File: config.mk
export PLATFORM = sky130hd
export DESIGN_NAME = if_id_fetch_ctrl
export DESIGN_NICKNAME = d
export VERILOG_FILES = /design/src/rtl/if_id_fetch_ctrl.sv
export SDC_FILE = /design/constraint.sdc
export NUM_CORES = 1
export LEC_CHECK = 0
export BUFFER_PORTS_ARGS = -buffer_cell sky130_fd_sc_hd__buf_4
export CORE_ASPECT_RATIO = 2
export CORE_MARGIN = 1.5
export CORE_UTILIZATION = 52
export CTS_CLUSTER_DIAMETER = 120
export DETAILED_ROUTE_END_ITERATION = 10
export PLACE_DENSITY = 0.81
export SYNTH_ARGS = -nofsm -noshare
export SYNTH_HDL_FRONTEND = slang
export SYNTH_SLANG_ARGS = --single-unit
export TNS_END_PERCENT = 5
File: constraint.sdc
create_clock -name clk -period 2.6 [get_ports clk]
set_input_delay 0.13 -clock clk [delete_from_list [all_inputs] [get_ports clk]]
set_output_delay 0.13 -clock clk [all_outputs]
set_load 0.005 [all_outputs]
File: src/rtl/if_id_fetch_ctrl.sv
// Fetch control: owns the PC, a single-outstanding instruction fetch
// handshake with a one-entry skid buffer, and the IF/ID pipeline register.
// Reacts to the hazard unit's stall and the EX-stage branch flush, and
// drives the bubble that zeroes the ID/EX control fields.
module if_id_fetch_ctrl #(
  parameter int                        BUS_DATA_WIDTH = 64,
  parameter logic [BUS_DATA_WIDTH-1:0] RESET_PC       = '0
) (
  input  logic                      clk,
  input  logic                      reset_n,
  input  logic                      inStall,
  input  logic                      inFlush,
  input  logic [BUS_DATA_WIDTH-1:0] inBranchTarget,
  input  logic                      inFetchValid,
  input  logic [31:0]               inFetchIns,
  output logic                      outFetchReq,
  output logic [BUS_DATA_WIDTH-1:0] outFetchAddr,
  output logic [BUS_DATA_WIDTH-1:0] outPC,
  output logic [31:0]               outIdIns,
  output logic [BUS_DATA_WIDTH-1:0] outIdPC,
  output logic                      outIdValid,
  output logic                      outBubble,
  output logic [31:0]               outStallCount
);

  typedef enum logic [2:0] {
    IDLE  = 3'd0,
    ISSUE = 3'd1,
    WAIT  = 3'd2,
    HOLD  = 3'd3,
    DROP  = 3'd4
  } state_t;

  state_t                    state_reg, state_next;
  logic [BUS_DATA_WIDTH-1:0] pc_reg, pc_next, pc_plus4;
  logic [31:0]               skid_reg, skid_next;
  logic [31:0]               id_ins_reg;
  logic [BUS_DATA_WIDTH-1:0] id_pc_reg;
  logic                      id_valid_reg;
  logic [31:0]               stall_cnt_reg;

  // id_load marks a cycle where a fresh instruction enters IF/ID; the word
  // comes either straight from memory or from the skid buffer.
  logic                      id_load;
  logic [31:0]               id_load_ins;

  // PC wraps naturally modulo 2^BUS_DATA_WIDTH.
  assign pc_plus4 = pc_reg + BUS_DATA_WIDTH'(4);

  // State, PC and skid registers.
  always_ff @(posedge clk or negedge reset_n) begin
    if (!reset_n) begin
      state_reg <= IDLE;
      pc_reg    <= RESET_PC;
      skid_reg  <= '0;
    end else begin
      state_reg <= state_next;
      pc_reg    <= pc_next;
      skid_reg  <= skid_next;
    end
  end

  // Next-state / PC / skid decisions; flush always outranks stall.
  always_comb begin
    state_next  = state_reg;
    pc_next     = pc_reg;
    skid_next   = skid_reg;
    id_load     = 1'b0;
    id_load_ins = inFetchIns;
    case (state_reg)
      IDLE: begin
        if (inFlush) pc_next = inBranchTarget;
        state_next = ISSUE;
      end
      ISSUE: begin
        if (inFlush) begin
          // The request just issued is now stale; drain its response.
          pc_next    = inBranchTarget;
          state_next = DROP;
        end else begin
          state_next = WAIT;
        end
      end
      WAIT: begin
        if (inFetchValid) begin
          if (inFlush) begin
            pc_next    = inBranchTarget;
            state_next = ISSUE;
          end else if (inStall) begin
            skid_next  = inFetchIns;
            state_next = HOLD;
          end else begin
            id_load    = 1'b1;
            pc_next    = pc_plus4;
            state_next = ISSUE;
          end
        end else if (inFlush) begin
          pc_next    = inBranchTarget;
          state_next = DROP;
        end
      end
      HOLD: begin
        if (inFlush) begin
          pc_next    = inBranchTarget;
          state_next = ISSUE;
        end else if (!inStall) begin
          id_load     = 1'b1;
          id_load_ins = skid_reg;
          pc_next     = pc_plus4;
          state_next  = ISSUE;
        end
      end
      DROP: begin
        // A further redirect only moves the PC; the stale response still
        // has to be consumed before the next request goes out.
        if (inFlush) pc_next = inBranchTarget;
        if (inFetchValid) state_next = ISSUE;
      end
      default: state_next = IDLE;
    endcase
  end

  // IF/ID pipeline register: flush clears, stall freezes, otherwise the
  // slot is live only on cycles that deliver a new instruction.
  always_ff @(posedge clk or negedge reset_n) begin
    if (!reset_n) begin
      id_ins_reg   <= '0;
      id_pc_reg    <= '0;
      id_valid_reg <= 1'b0;
    end else if (inFlush) begin
      id_valid_reg <= 1'b0;
    end else if (inStall) begin
      id_valid_reg <= id_valid_reg;
    end else if (id_load) begin
      id_ins_reg   <= id_load_ins;
      id_pc_reg    <= pc_reg;
      id_valid_reg <= 1'b1;
    end else begin
      id_valid_reg <= 1'b0;
    end
  end

  // Saturating count of effective (non-flushed) stall cycles.
  always_ff @(posedge clk or negedge reset_n) begin
    if (!reset_n) begin
      stall_cnt_reg <= '0;
    end else if (inStall && !inFlush && (stall_cnt_reg != 32'hFFFF_FFFF)) begin
      stall_cnt_reg <= stall_cnt_reg + 32'd1;
    end
  end

  assign outFetchReq   = (state_reg == ISSUE);
  assign outFetchAddr  = pc_reg;
  assign outPC         = pc_reg;
  assign outIdIns      = id_ins_reg;
  assign outIdPC       = id_pc_reg;
  assign outIdValid    = id_valid_reg;
  assign outBubble     = inStall | inFlush | ~id_valid_reg;
  assign outStallCount = stall_cnt_reg;

endmodule
==> Word level (Yosys, flattened, before mapping) <==
Cells that the tools add are included.
{ "op_classes": {"addsub": 2, "eq_ne": 9, "mux": 22, "n_bitwise": 5, "reduce_logical": 9} }
{ "op_table": {"columns": ["op", "n"], "rows": [
  ["2-to-1 mux 64 bit", 4],
  ["one-hot mux 64 bit (3 select lines)", 1],
  ["adder 64 x 3 -> 64 bit (second input constant)", 1],
  ["adder 32 x 1 -> 32 bit (second input constant)", 1],
  ["2-to-1 mux 32 bit", 1],
  ["!= test 32 bit (second input constant)", 1],
  ["2-to-1 mux 3 bit", 6],
  ["one-hot mux 3 bit (5 select lines)", 1],
  ["equality test 3 x 2 -> 1 bit (second input constant)", 2],
  ["2-to-1 mux 1 bit", 6],
  ["!= test 3 bit (second input constant)", 2],
  ["AND reduction 3 bit", 2],
  ["2-to-1 mux 2 bit", 2],
  ["AND reduction 4 bit", 1],
  ["equality test 3 x 1 -> 1 bit (second input constant)", 1],
  ["equality test 3 bit (second input constant)", 1],
  ["logical NOT 3 bit", 1],
  ["NOT 1 bit", 3],
  ["nonzero test 3 bit", 1],
  ["OR reduction 3 bit", 1],
  ["logical AND 1 bit", 2],
  ["!= test 2 x 1 -> 1 bit (second input constant)", 1],
  ["!= test 2 bit (second input constant)", 1],
  ["bitwise OR 1 bit", 2],
  ["2 further kinds", 2]
]} }
{ "totals": {"reg_bits": 228} }

==> Longest topological paths before layout <==
{ "logic_depth": {"word_depth": 7, "ltp_mapped": 10, "mapped_depth_nobuf": 7} }

==> Least setup slack after synthesis <==
OpenSTA, ideal clock, no wires.
{ "synth_timing": {"kind": "reg-to-reg", "start": "register pc_reg[13], in the netlist outFetchAddr[13]", "end": "register pc_reg[50], in the netlist outFetchAddr[50]", "setup_time_ns": 0.069, "arrival_ns": 2.199, "t_required_ns": 2.531, "setup_slack_ns": 0.333, "stages_incl_launch_ff": 8, "period_less_slack_ns": 2.267, "path_cell_list": "dfrtp_1 nand4_2 or4_1 buf_2 nor4_2 nand4_1 or3_1 nand3_1"} }
{ "synth_via": {"elab_chain_cells": 5} }
{ "synth_lines": {"columns": ["item", "line", "text"], "rows": [
  ["from (decl)", "35", "logic [BUS_DATA_WIDTH-1:0] pc_reg, pc_next, pc_plus4;"],
  ["from (signal assigned)", "58", "pc_reg <= pc_next;"],
  ["adder 64 x 3 -> 64 bit (*)", "48", "assign pc_plus4 = pc_reg + BUS_DATA_WIDTH'(4);"],
  ["2-to-1 mux 64 bit (*)", "89, 106", null],
  ["2-to-1 mux 64 bit (*)", "86", "if (inFlush) begin"],
  ["2-to-1 mux 64 bit", "85", "if (inFetchValid) begin"],
  ["one-hot mux 64 bit (3 select lines) (*)", "70", "case (state_reg)"]
]} }
Mark *: on every way between the ends. The rest lies on a longest branch, timed or not.
A chain may end at the register's enable or synchronous reset.

==> Final worst setup path <==
{ "layout_timing": {"start": "register pc_reg[3], in the netlist outFetchAddr[3]", "end": "register pc_reg[38], in the netlist outFetchAddr[38]"} }
Same word-level chain as after synthesis.

==> metrics.txt <==
Port Buffer Count=359; RSZ-0062 raised after global routing=no; Worst-path clk slew=0.07 ns; Synth Area per Inst=10.2 µm²; Tmin final=2.45 ns; Residual DRC=0; Worst Max-Slew Pin Slew=0.642 ns; I/O pin count=360; Root Driver=clkbuf_16; die height=214 µm; first drt pass iteration count=5; Yosys cell types=65; initial antenna violation count=1; Worst setup SP type=flop; Worst EP required=3.00 ns; GRT busiest layer=met2; Hold Slack=0.00740 ns; worst clock skew=0.0105 ns; antenna viol nets, final=0; Slew Limit Headroom=57.1%; Max Cap Viol=0; Yosys Warn Count=0; Final period util=94.3%; GR met1 Demand/Resource=34.5%; htree depth=1; CP startpoint=outFetchAddr[3]; NetSw=5.97 mW; Final Non-Filler Cells=1844; Worst-Skew Late Latency=0.52 ns; Seq/Total Area, Yosys=49.2%; DIE AREA=23300 µm²; GRT overflow=0; Core Area=22000 µm²; highest fanout seen on the critical path=6; Switching Fraction=35.7%; met3 usage=6.23%; CP delay by family, top=simple AND/OR/NAND/NOR gates; slowest CP cell=or4_1; cell internal pwr=10.7 mW; PD cells=1030 nW/µm²; setup repair bufs after CTS=0; CP most frequent cell=nand3_1; CP peak stage delay=0.51 ns; power share of the combinational group=42.5%; Post-synth top flop=dfrtp_1; hold crit path type=in2reg; vias per inst=5.87; CP cell instances=ha_1, nand3_1, nor4_2, nand3_1, or4_1, a31oi_1, nand3_1; Hold Startpoint=inBranchTarget[50]; vias in the first global route=11231; CTS sink cnt=228; CP Class=reg2reg; 1st-iter DRT viols=561; met2 usage in global routing=58.5%; routed vias=10819; fmax=408 MHz; cell leakage power=7.61 nW; GRT Util Overall=32.7%; NumNets Final=1655; final count of hold timing violations=0; Initial Util=52.8%; share of layout cells above drive strength 1=37.1%; HPWL after detailed placement=26500 µm; crit path DAT=2.85 ns; P&R area growth vs syn=39.5%; EDFF count, synth=0; Die W=109 µm; endpoint type of the worst setup path=flop; routed len/inst=20.8 µm; Detailed Route WL=38300 µm; Placer Congestion=0.940; reg2reg start=outFetchAddr[3]; placed cell count=1712; Peak VDD IR=0.662 mV; Clk pwr share=20.9%; largest net degree at the start of global routing=72; Flop pwr share=36.6%; Final setup violation count=0; Max Buffers Root-to-Sink=3; CTS tree=yes; async set-or-reset flop fraction in the synthesized netlist=100%; Num CTS Buffers=22; mapped cell area=11600 µm²; Synthesized Nets=1243; Power, Total=16.7 mW; #FFs+latches synth=228; status=finished, final reports clean; Core Rows=77; Syn Inst Count=1140; first-pass GRT wire length=59500 µm; Slew Viols, Final=0; WP buf/inv=0; fillers=1532
## worst min-delay path: cells and delay by family
family	cells	cell delay, ns
compound gates	1	0.04
simple gates	2	0.24
buf+inv	1	0.07
## per-stage QoR
step | setup TNS, ns | area [µm²] | worst slack (ns) | util, %
floorplan | 0 | 11600 | 0.333 | -
global placement | 0 | 14500 | 0.105 | 65.9
detailed placement | -0.00866 | 14500 | -0.00866 | 65.9
CTS | 0 | 16200 | 0.0851 | 73.6
global route | 0 | 16200 | 0.00400 | 73.7
finish | 0 | 16200 | 0.147 | 73.7
## what timing repair did
action / CTS / global route
resized for setup: 1 / 1
endpoints found under the hold margin: 190 / 0
setup endpoints to repair: 1 / 1
pin swaps: 0 / 0
hold buffers: 92 / 0
## worst paths after layout
path | endpoint | slack [ns] | cells after the start
max in group asynchronous | outIdIns[22] | 1.67 | 3
max reg2reg | outFetchAddr[38] | 0.15 | 7
max | outFetchAddr[38] | 0.15 | 7
min in group asynchronous | outIdPC[25] | 0.17 | 2
min reg2reg | outIdPC[31] | 0.48 | 2
min | outFetchAddr[50] | 0.007 | 4
## logic make-up (layout without fill, tap and decap cells)
| logic type | Yosys count | in the layout | share of synthesized area, % |
|---|---|---|---|
| buf+inv | 147 | 574 | 7.27 |
| simple gates | 399 | 399 | 18.2 |
| compound gates | 197 | 197 | 10.1 |
| fa+ha+maj | 2 | 2 | 0.216 |
| mux | 137 | 137 | 12.8 |
| xor+xnor | 30 | 30 | 2.26 |
| flops | 228 | 228 | 49.2 |
| other cells | 0 | 1 | 0 |
## per-layer routing
layer / part of all wire, % / vias up
li1: - / 4874
met1: 34 / 5307
met2: 53 / 484
met3: 6.4 / 154
met4: 6.4 / 0
met5: 0 / -
## power groups by stage
stage / clock [mW] / sequential [mW] / combinational [mW]
finish: 3.49 / 6.11 / 7.10
global route: 3.66 / 6.28 / 7.65
CTS: 3.54 / 6.07 / 7.03
detailed placement: 0 / 6.11 / 6.87
global placement: 0 / 6.01 / 6.70
floorplan: 0 / 6.08 / 3.30
## final cells by class
cell class | instances | area [µm²] | share of cell area, %
Antenna cell | 1 | 2.50 | 0.0155
Clock buffer | 29 | 618 | 3.82
Clock inverter | 10 | 156 | 0.966
Inverter | 15 | 56.3 | 0.348
Multi-Input combinational cell | 765 | 5100 | 31.5
Sequential cell | 228 | 5710 | 35.3
Tap cell | 276 | 345 | 2.13
Timing Repair Buffer | 520 | 4200 | 26.0
## cell usage in the layout, fill, tap and decap left out, drive strengths merged, types with 21 or more instances in the layout
cell type / instances
nand4: 31
and3: 28
mux2: 92
o22ai: 30
o21ai: 66
dfrtp: 228
buf: 428
nand2: 100
nor4: 21
xnor2: 22
nand3: 72
nor3: 31
mux2i: 45
a21oi: 51
dlygate4sd3: 92
clkbuf: 29
nor2: 54
## synthesized netlist by cell type, drive strengths merged, types with 3 or more instances
master / count / share of area [%]
a21o: 8 / 0.53
nand4: 31 / 1.7
inv: 15 / 0.49
nor4: 21 / 1.3
a311oi: 3 / 0.23
clkbuf: 48 / 1.6
and4: 13 / 0.98
nand2: 100 / 3.2
and3: 28 / 1.5
a31o: 5 / 0.38
o22a: 5 / 0.38
and2: 7 / 0.38
a32oi: 3 / 0.23
or4: 5 / 0.36
o22ai: 30 / 1.6
nand3: 72 / 3.1
mux2i: 45 / 3.9
dfrtp: 228 / 49
or2: 3 / 0.16
buf: 83 / 5.0
a31oi: 10 / 0.54
a21oi: 51 / 2.2
xor2: 8 / 0.60
or3: 8 / 0.43
o21ai: 66 / 2.8
nor2b: 11 / 0.59
xnor2: 22 / 1.7
mux2: 92 / 8.9
nor4b: 3 / 0.23
nor2: 54 / 1.7
nor3: 31 / 1.3
No activity file was read; power rests on OpenSTA's default activity.
